**src/rtl/fir_stream_pkg.sv**
```systemverilog
// ---------------------------------------------------------------------------
// fir_stream_pkg : shared constants and FSM encoding for the filter-output
//                  byte serializer.   Rev 1.0
// ---------------------------------------------------------------------------
`default_nettype none

package fir_stream_pkg;

  localparam int DATA_W_DEFAULT = 32;
  localparam int BYTES_PER_WORD = DATA_W_DEFAULT / 8;
  localparam int SAMPLE_CNT_W   = 16;

  typedef enum logic [0:0] {
    ST_IDLE = 1'b0,
    ST_SEND = 1'b1
  } ser_state_e;

  function automatic int bytes_per_word(input int data_w);
    return data_w / 8;
  endfunction

endpackage

`default_nettype wire

```
**src/rtl/fir_sample_fifo.sv**
```systemverilog
// ---------------------------------------------------------------------------
// fir_sample_fifo : single-clock FIFO with first-word-fall-through head output,
//                   word count and full/empty flags.   Rev 1.0
// ---------------------------------------------------------------------------
`default_nettype none

module fir_sample_fifo #(
  parameter int DATA_W = 32,
  parameter int DEPTH  = 16
) (
  input  logic                     clk,
  input  logic                     rst,
  input  logic                     push_i,
  input  logic                     pop_i,
  input  logic [DATA_W-1:0]        data_i,
  output logic [DATA_W-1:0]        data_o,
  output logic                     full_o,
  output logic                     empty_o,
  output logic [$clog2(DEPTH):0]   level_o
);

  localparam int AW = $clog2(DEPTH);

  logic [DATA_W-1:0] mem_q [DEPTH];
  logic [AW-1:0]     wr_ptr_q, rd_ptr_q;
  logic [AW:0]       count_q;
  logic              push_ok, pop_ok;

  // Guards make an illegal push/pop a no-op instead of corrupting pointers.
  assign push_ok = push_i && !full_o;
  assign pop_ok  = pop_i && !empty_o;

  assign full_o  = (count_q == (AW+1)'(DEPTH));
  assign empty_o = (count_q == '0);
  assign data_o  = mem_q[rd_ptr_q];
  assign level_o = count_q;

  always_ff @(posedge clk or negedge rst) begin
    if (!rst) begin
      wr_ptr_q <= '0;
      rd_ptr_q <= '0;
      count_q  <= '0;
    end else begin
      if (push_ok) wr_ptr_q <= wr_ptr_q + AW'(1);
      if (pop_ok)  rd_ptr_q <= rd_ptr_q + AW'(1);
      if (push_ok && !pop_ok)      count_q <= count_q + (AW+1)'(1);
      else if (pop_ok && !push_ok) count_q <= count_q - (AW+1)'(1);
    end
  end

  always_ff @(posedge clk) begin
    if (push_ok) mem_q[wr_ptr_q] <= data_i;
  end

endmodule

`default_nettype wire

```
**src/rtl/fir_result_serializer.sv**
```systemverilog
// ---------------------------------------------------------------------------
// fir_result_serializer : captures filter results at the sample cadence and
//                         drains them MSB-first as a valid/ready byte stream.
//                         Rev 1.0
// ---------------------------------------------------------------------------
`default_nettype none

module fir_result_serializer
  import fir_stream_pkg::*;
#(
  parameter int DATA_W     = DATA_W_DEFAULT,
  parameter int DEPTH      = 16,
  parameter int SAMPLE_DIV = 2
) (
  input  logic                    clk,
  input  logic                    rst,
  input  logic                    en,
  input  logic [DATA_W-1:0]       filtered_in,
  output logic [7:0]              tx_data,
  output logic                    tx_valid,
  input  logic                    tx_ready,
  input  logic                    clr_ovf,
  output logic                    overflow,
  output logic [$clog2(DEPTH):0]  fifo_level,
  output logic [SAMPLE_CNT_W-1:0] sample_count
);

  localparam int BYTES = bytes_per_word(DATA_W);
  localparam int IDX_W = (BYTES > 1) ? $clog2(BYTES) : 1;
  localparam int DIV_W = (SAMPLE_DIV > 1) ? $clog2(SAMPLE_DIV) : 1;

  logic [DIV_W-1:0]        div_q, div_d;
  logic                    overflow_q, overflow_d;
  logic [SAMPLE_CNT_W-1:0] count_q, count_d;
  ser_state_e              state_q, state_d;
  logic [IDX_W-1:0]        idx_q, idx_d;
  logic [DATA_W-1:0]       shift_q, shift_d;
  logic [7:0]              tx_data_q, tx_data_d;
  logic                    tx_valid_q, tx_valid_d;

  logic                    strobe, push, pop, handshake, last_byte;
  logic                    fifo_full, fifo_empty;
  logic [DATA_W-1:0]       fifo_head;

  assign strobe    = en && (div_q == DIV_W'(SAMPLE_DIV - 1));
  // Fullness is taken from the registered count, so a pop in the same cycle never frees a slot.
  assign push      = strobe && !fifo_full;
  assign handshake = tx_valid_q && tx_ready;
  assign last_byte = (idx_q == '0);

  assign div_d      = (!en || strobe) ? '0 : div_q + DIV_W'(1);
  assign overflow_d = (strobe && fifo_full) ? 1'b1 : (clr_ovf ? 1'b0 : overflow_q);
  assign count_d    = push ? count_q + SAMPLE_CNT_W'(1) : count_q;

  fir_sample_fifo #(
    .DATA_W (DATA_W),
    .DEPTH  (DEPTH)
  ) u_fifo (
    .clk     (clk),
    .rst     (rst),
    .push_i  (push),
    .pop_i   (pop),
    .data_i  (filtered_in),
    .data_o  (fifo_head),
    .full_o  (fifo_full),
    .empty_o (fifo_empty),
    .level_o (fifo_level)
  );

  always_ff @(posedge clk or negedge rst) begin
    if (!rst) begin
      div_q      <= '0;
      overflow_q <= 1'b0;
      count_q    <= '0;
      state_q    <= ST_IDLE;
      idx_q      <= '0;
      shift_q    <= '0;
      tx_data_q  <= '0;
      tx_valid_q <= 1'b0;
    end else begin
      div_q      <= div_d;
      overflow_q <= overflow_d;
      count_q    <= count_d;
      state_q    <= state_d;
      idx_q      <= idx_d;
      shift_q    <= shift_d;
      tx_data_q  <= tx_data_d;
      tx_valid_q <= tx_valid_d;
    end
  end

  always_comb begin
    state_d = state_q;
    case (state_q)
      ST_IDLE: if (!fifo_empty) state_d = ST_SEND;
      ST_SEND: if (handshake && last_byte && fifo_empty) state_d = ST_IDLE;
      default: state_d = ST_IDLE;
    endcase
  end

  always_comb begin
    pop        = 1'b0;
    idx_d      = idx_q;
    shift_d    = shift_q;
    tx_data_d  = tx_data_q;
    tx_valid_d = tx_valid_q;
    if (((state_q == ST_IDLE) && !fifo_empty) ||
        ((state_q == ST_SEND) && handshake && last_byte && !fifo_empty)) begin
      // Load the next word: MSB byte goes straight out, the rest waits in the shifter.
      pop        = 1'b1;
      tx_valid_d = 1'b1;
      tx_data_d  = fifo_head[DATA_W-1 -: 8];
      shift_d    = fifo_head << 8;
      idx_d      = IDX_W'(BYTES - 1);
    end else if ((state_q == ST_SEND) && handshake) begin
      if (last_byte) begin
        tx_valid_d = 1'b0;
      end else begin
        tx_data_d = shift_q[DATA_W-1 -: 8];
        shift_d   = shift_q << 8;
        idx_d     = idx_q - IDX_W'(1);
      end
    end
  end

  assign tx_data      = tx_data_q;
  assign tx_valid     = tx_valid_q;
  assign overflow     = overflow_q;
  assign sample_count = count_q;

endmodule

`default_nettype wire
```
**config.mk**
```make
export PLATFORM = sky130hd
export DESIGN_NAME = fir_result_serializer
export DESIGN_NICKNAME = d
export VERILOG_FILES = /design/src/rtl/fir_stream_pkg.sv /design/src/rtl/fir_sample_fifo.sv /design/src/rtl/fir_result_serializer.sv
export SDC_FILE = /design/constraint.sdc
export NUM_CORES = 1
export LEC_CHECK = 0
export BUFFER_PORTS_ARGS = -buffer_cell sky130_fd_sc_hd__buf_2
export CAP_MARGIN = 20
export CORE_ASPECT_RATIO = 0.75
export CORE_MARGIN = 3
export CORE_UTILIZATION = 30
export CTS_BUF_LIST = sky130_fd_sc_hd__clkbuf_4
export DETAILED_ROUTE_END_ITERATION = 10
export GPL_TIMING_DRIVEN = 0
export PLACE_DENSITY_LB_ADDON = 0.25
export SLEW_MARGIN = 40
export SYNTH_ARGS = -nofsm -noshare
export SYNTH_HDL_FRONTEND = slang
export SYNTH_SLANG_ARGS = --single-unit
```
**constraint.sdc**
```tcl
create_clock -name clk -period 2.6 [get_ports clk]
set_input_delay 0 -clock clk [delete_from_list [all_inputs] [get_ports clk]]
set_output_delay 0 -clock clk [all_outputs]
set_load 0.01 [all_outputs]
```
==> flow_summary_export.csv <==
group,metric,value,unit
status,status,"finished clean",
floorplanning,die_x,322.2,µm
global_route,grt_pass1_vias,11920,
global_route,grt_max_degree,50,
final_layout,mostFrequentLayoutCell,"edfxtp_1",
clock_tree,cts_tree,"built",
setup_path,path_buf_inv,2,
logic_synthesis,synthesis.nets,1110,
pwr,ir_drop,371.7,µV
setup_path,cpMaxStageDelayCell,"clkdlybuf4s15_2",
sta,worstMarginPinSlew,0.8185,ns
logic_synthesis,synth-adder-area-share,0.7564,%
final_layout,drive_gt1_share,38.76,%
routing,via_count,11570,
setup_path,cp-start-kind,"flip-flop",
pwr,comb_power_share,25.9,%
final_layout,area_growth,20.59,%
global_route,grt-ovfl-total,0,
setup_path,worst-path-max-fanout,10,
pwr,switching_share,29.36,%
logic_synthesis,synth_top_cell_area_share,68.35,%
place,place_congestion,0.7221,
logic_synthesis,netlist_area,22500,µm²
routing,drc,0,
routing,wl,54.47,mm
final_layout,final_cells,2435,
routing,drt_iter0_drc,963,
logic_synthesis,synth-main-ff-cell,"edfxtp_1",
logic_synthesis,synth_seq_cells,579,
pwr,p_per_area,925.6,nW/µm²
logic_synthesis,synth_cells,1060,
setup_path,crit_path_max_incr_delay,0.50,ns
sta,worst_slew_margin_rel,45.44,%
logic_synthesis,synth_edf_count,512,
routing,drt_pass1_iterations,5,
floorplanning,io_pins,68,
pwr,pwr-share-seq,44.6,%
global_route,grt_pass1_wl,80.12,mm
global_route,grt.total_usage,14.08,%
logic_synthesis,yosysUniqueCellTypes,41,
sta,fin_crit_sh,96.84,%
logic_synthesis,ys_async_sr_fraction,11.57,%
final_layout,finish.utilization,36.75,%
sta,rsz0062_at_grt,"yes",
final_layout,design_area,27130,µm²
logic_synthesis,ys_seq_area_share,75.80,%
final_layout,layout.area.seq,17060,µm²
routing,vias_per_cell,4.752,
setup_path,arrival,3.23,ns
final_layout,fin_nets,1415,
sta,fin_skew,0.04771,ns
sta,min_period,2.518,ns
logic_synthesis,synth.avg_cell_area,21.22,µm²
logic_synthesis,synth-simple-area-share,2.136,%
sta,max_freq,0.3972,GHz
routing,drt-wirelength-per-cell,22.37,µm
place,place_area,24460,µm²
place,dp_hpwl,34.94,mm
sta,setup_viol,0,
sta,slew_viol_final,0,
final_layout,multi_input_area,5240,µm²
routing,drtAntennaViolNets,0,
clock_tree,cts_buffers,142,
floorplanning,rows,86,
clock_tree,cts-htree-levels,4,
floorplanning,core-area,73820,µm²
logic_synthesis,synth_top_family_by_area,"multiplexers",
logic_synthesis,synth-compound-area-share,2.036,%
clock_tree,cts.sinks,579,
floorplanning,die_h,243.1,µm
pwr,clkPwrFrac,29.5,%
place,place_inst,2112,
pwr,finalPower,25.11,mW
clock_tree,cts-root-buf,"clkbuf_4",
clock_tree,clk_pin_slew_worst_paths,0.07,ns
global_route,antenna_found_initial,4,
pwr,p_sw,7.373,mW
setup_path,critPathTopFamily,"buffers and inverters",
floorplanning,initial_utilization,30.47,%
logic_synthesis,synth_area_leader_cell,"edfxtp_1",
sta,hold_violations,0,
setup_path,worstPathRequired,3.31,ns
final_layout,nFillCells,6930,
setup_path,path_class,"flip-flop to flip-flop",
setup_path,end_kind,"flip-flop",
logic_synthesis,synth_xor_xnor_area_share,0.9734,%
pwr,intPower,17.74,mW
clock_tree,clockBufferDepth,3,
clock_tree,clk-insertion-delay-late,0.87,ns
setup_path,cp_cell_sequence,"buf_2 > clkdlybuf4s15_2 > mux4_2 > mux2_2 > o22ai_1 > a21oi_1",
job,cap_violations,0,
min_path,worstHoldPathType,"input port to flip-flop",
place,port_buffers,67,
logic_synthesis,synthMuxAreaShare,16.83,%
logic_synthesis,synth_area_leaders,"edfxtp_1 (68%), mux4_2 (13%), dfrtp_1 (7.5%)",
pwr,p_leak,9.244,nW
logic_synthesis,synth_warnings,0,
floorplanning,die-area,78340,µm²
final_layout,layout_common_cells,"edfxtp_1 (512), clkbuf_4 (209), mux4_2 (128), buf_2 (82)",
sequential cells by signal, indices dropped and copies added, names as in the netlist:
name and count:
u_fifo.rd_ptr_q 4, idx_q 2, u_fifo.mem_q 512, sample_count 16
shift_q 24, u_fifo.wr_ptr_q 4, overflow 1, div_q 1
state_q 1, u_fifo.level_o 5, tx_data 8, tx_valid 1
stage by stage:
stage / setup TNS [ns] / hold WS (ns) / setup slack, ns
floorplan: 0 / -0.2956 / 0.02123
global placement: -513.53 / 0.1967 / -1.287
detailed placement: -8.866 / -0.1379 / -0.6518
CTS: -0.1130 / 0.0002171 / -0.1130
global route: -0.07352 / -0.003888 / -0.07352
finish: 0 / 0.06410 / 0.08208
path summary, 6_finish.rpt:
path,end,depth (start not counted),from,slack [ns]
min in group asynchronous,u_fifo.level_o[0],4,rst,0.32
setup / recovery,shift_q[24],6,u_fifo.rd_ptr_q[3],0.08
hold reg to reg,sample_count[15],1,sample_count[15],0.49
max in group asynchronous,tx_data[4],5,rst,1.65
setup reg to reg,shift_q[24],6,u_fifo.rd_ptr_q[3],0.08
hold / removal,u_fifo.mem_q[15][13],2,filtered_in[13],0.06
what timing repair did:
item,in CTS,in global routing
hold buffers,64,1
hold endpoints to repair,682,18
buffers inserted,8,4
pin swaps,4,5
resized for setup,21,21
endpoints found under the setup margin,96,61
per-layer routing:
layer	share of wire (%)	wire length [µm]	vias to the layer above	GRT usage [%]
met5	0	0	-	0
met4	1.5	823	0	4.051
met3	6.0	3278	70	3.610
met2	43	23540	342	19.80
met1	49	26830	6074	21.36
li1	-	-	5084	-
power by group through the flow:
| stage | registers, mW | logic, mW | clock network (mW) |
|---|---|---|---|
| global route | 11.3 | 7.08 | 8.17 |
| detailed placement | 11.5 | 6.39 | 0 |
| global placement | 11.5 | 6.25 | 0 |
| finish | 11.2 | 6.51 | 7.40 |
| floorplan | 11.3 | 4.30 | 0 |
| CTS | 11.2 | 6.58 | 7.68 |
cell families after synthesis:
kind of cell,after synthesis
flops,579
mux,213
simple gates,92
compound gates,73
buf+inv,65
xor+xnor,25
fa+ha+maj,13
cell usage after synthesis, drive strengths merged, types with 2 or more instances:
master and count:
nor3 2, buf 32, mux2 42, clkbuf 21
nor2 7, nor2b 3, o22ai 24, mux2i 43
xnor2 20, a211oi 2, nand2 31, ha 12
and4 4, nand4 5, dfrtp 67, o21ai 6
nand2b 2, a21oi 26, inv 12, nand3 17
o211ai 2, and2 16, edfxtp 512, xor2 5
mux4 128, o221ai 8
layout make-up:
cell class,count,share of cell area (%)
well taps,968,4.465
clock buffers,208,5.756
multi-input cells,416,19.32
repair buffers,161,5.360
plain buffers,53,1.259
clock inverters,34,0.7149
diodes,4,0.03690
inverters,12,0.2214
flip-flops and latches,579,62.87
(Power assumes the default switching activity.)
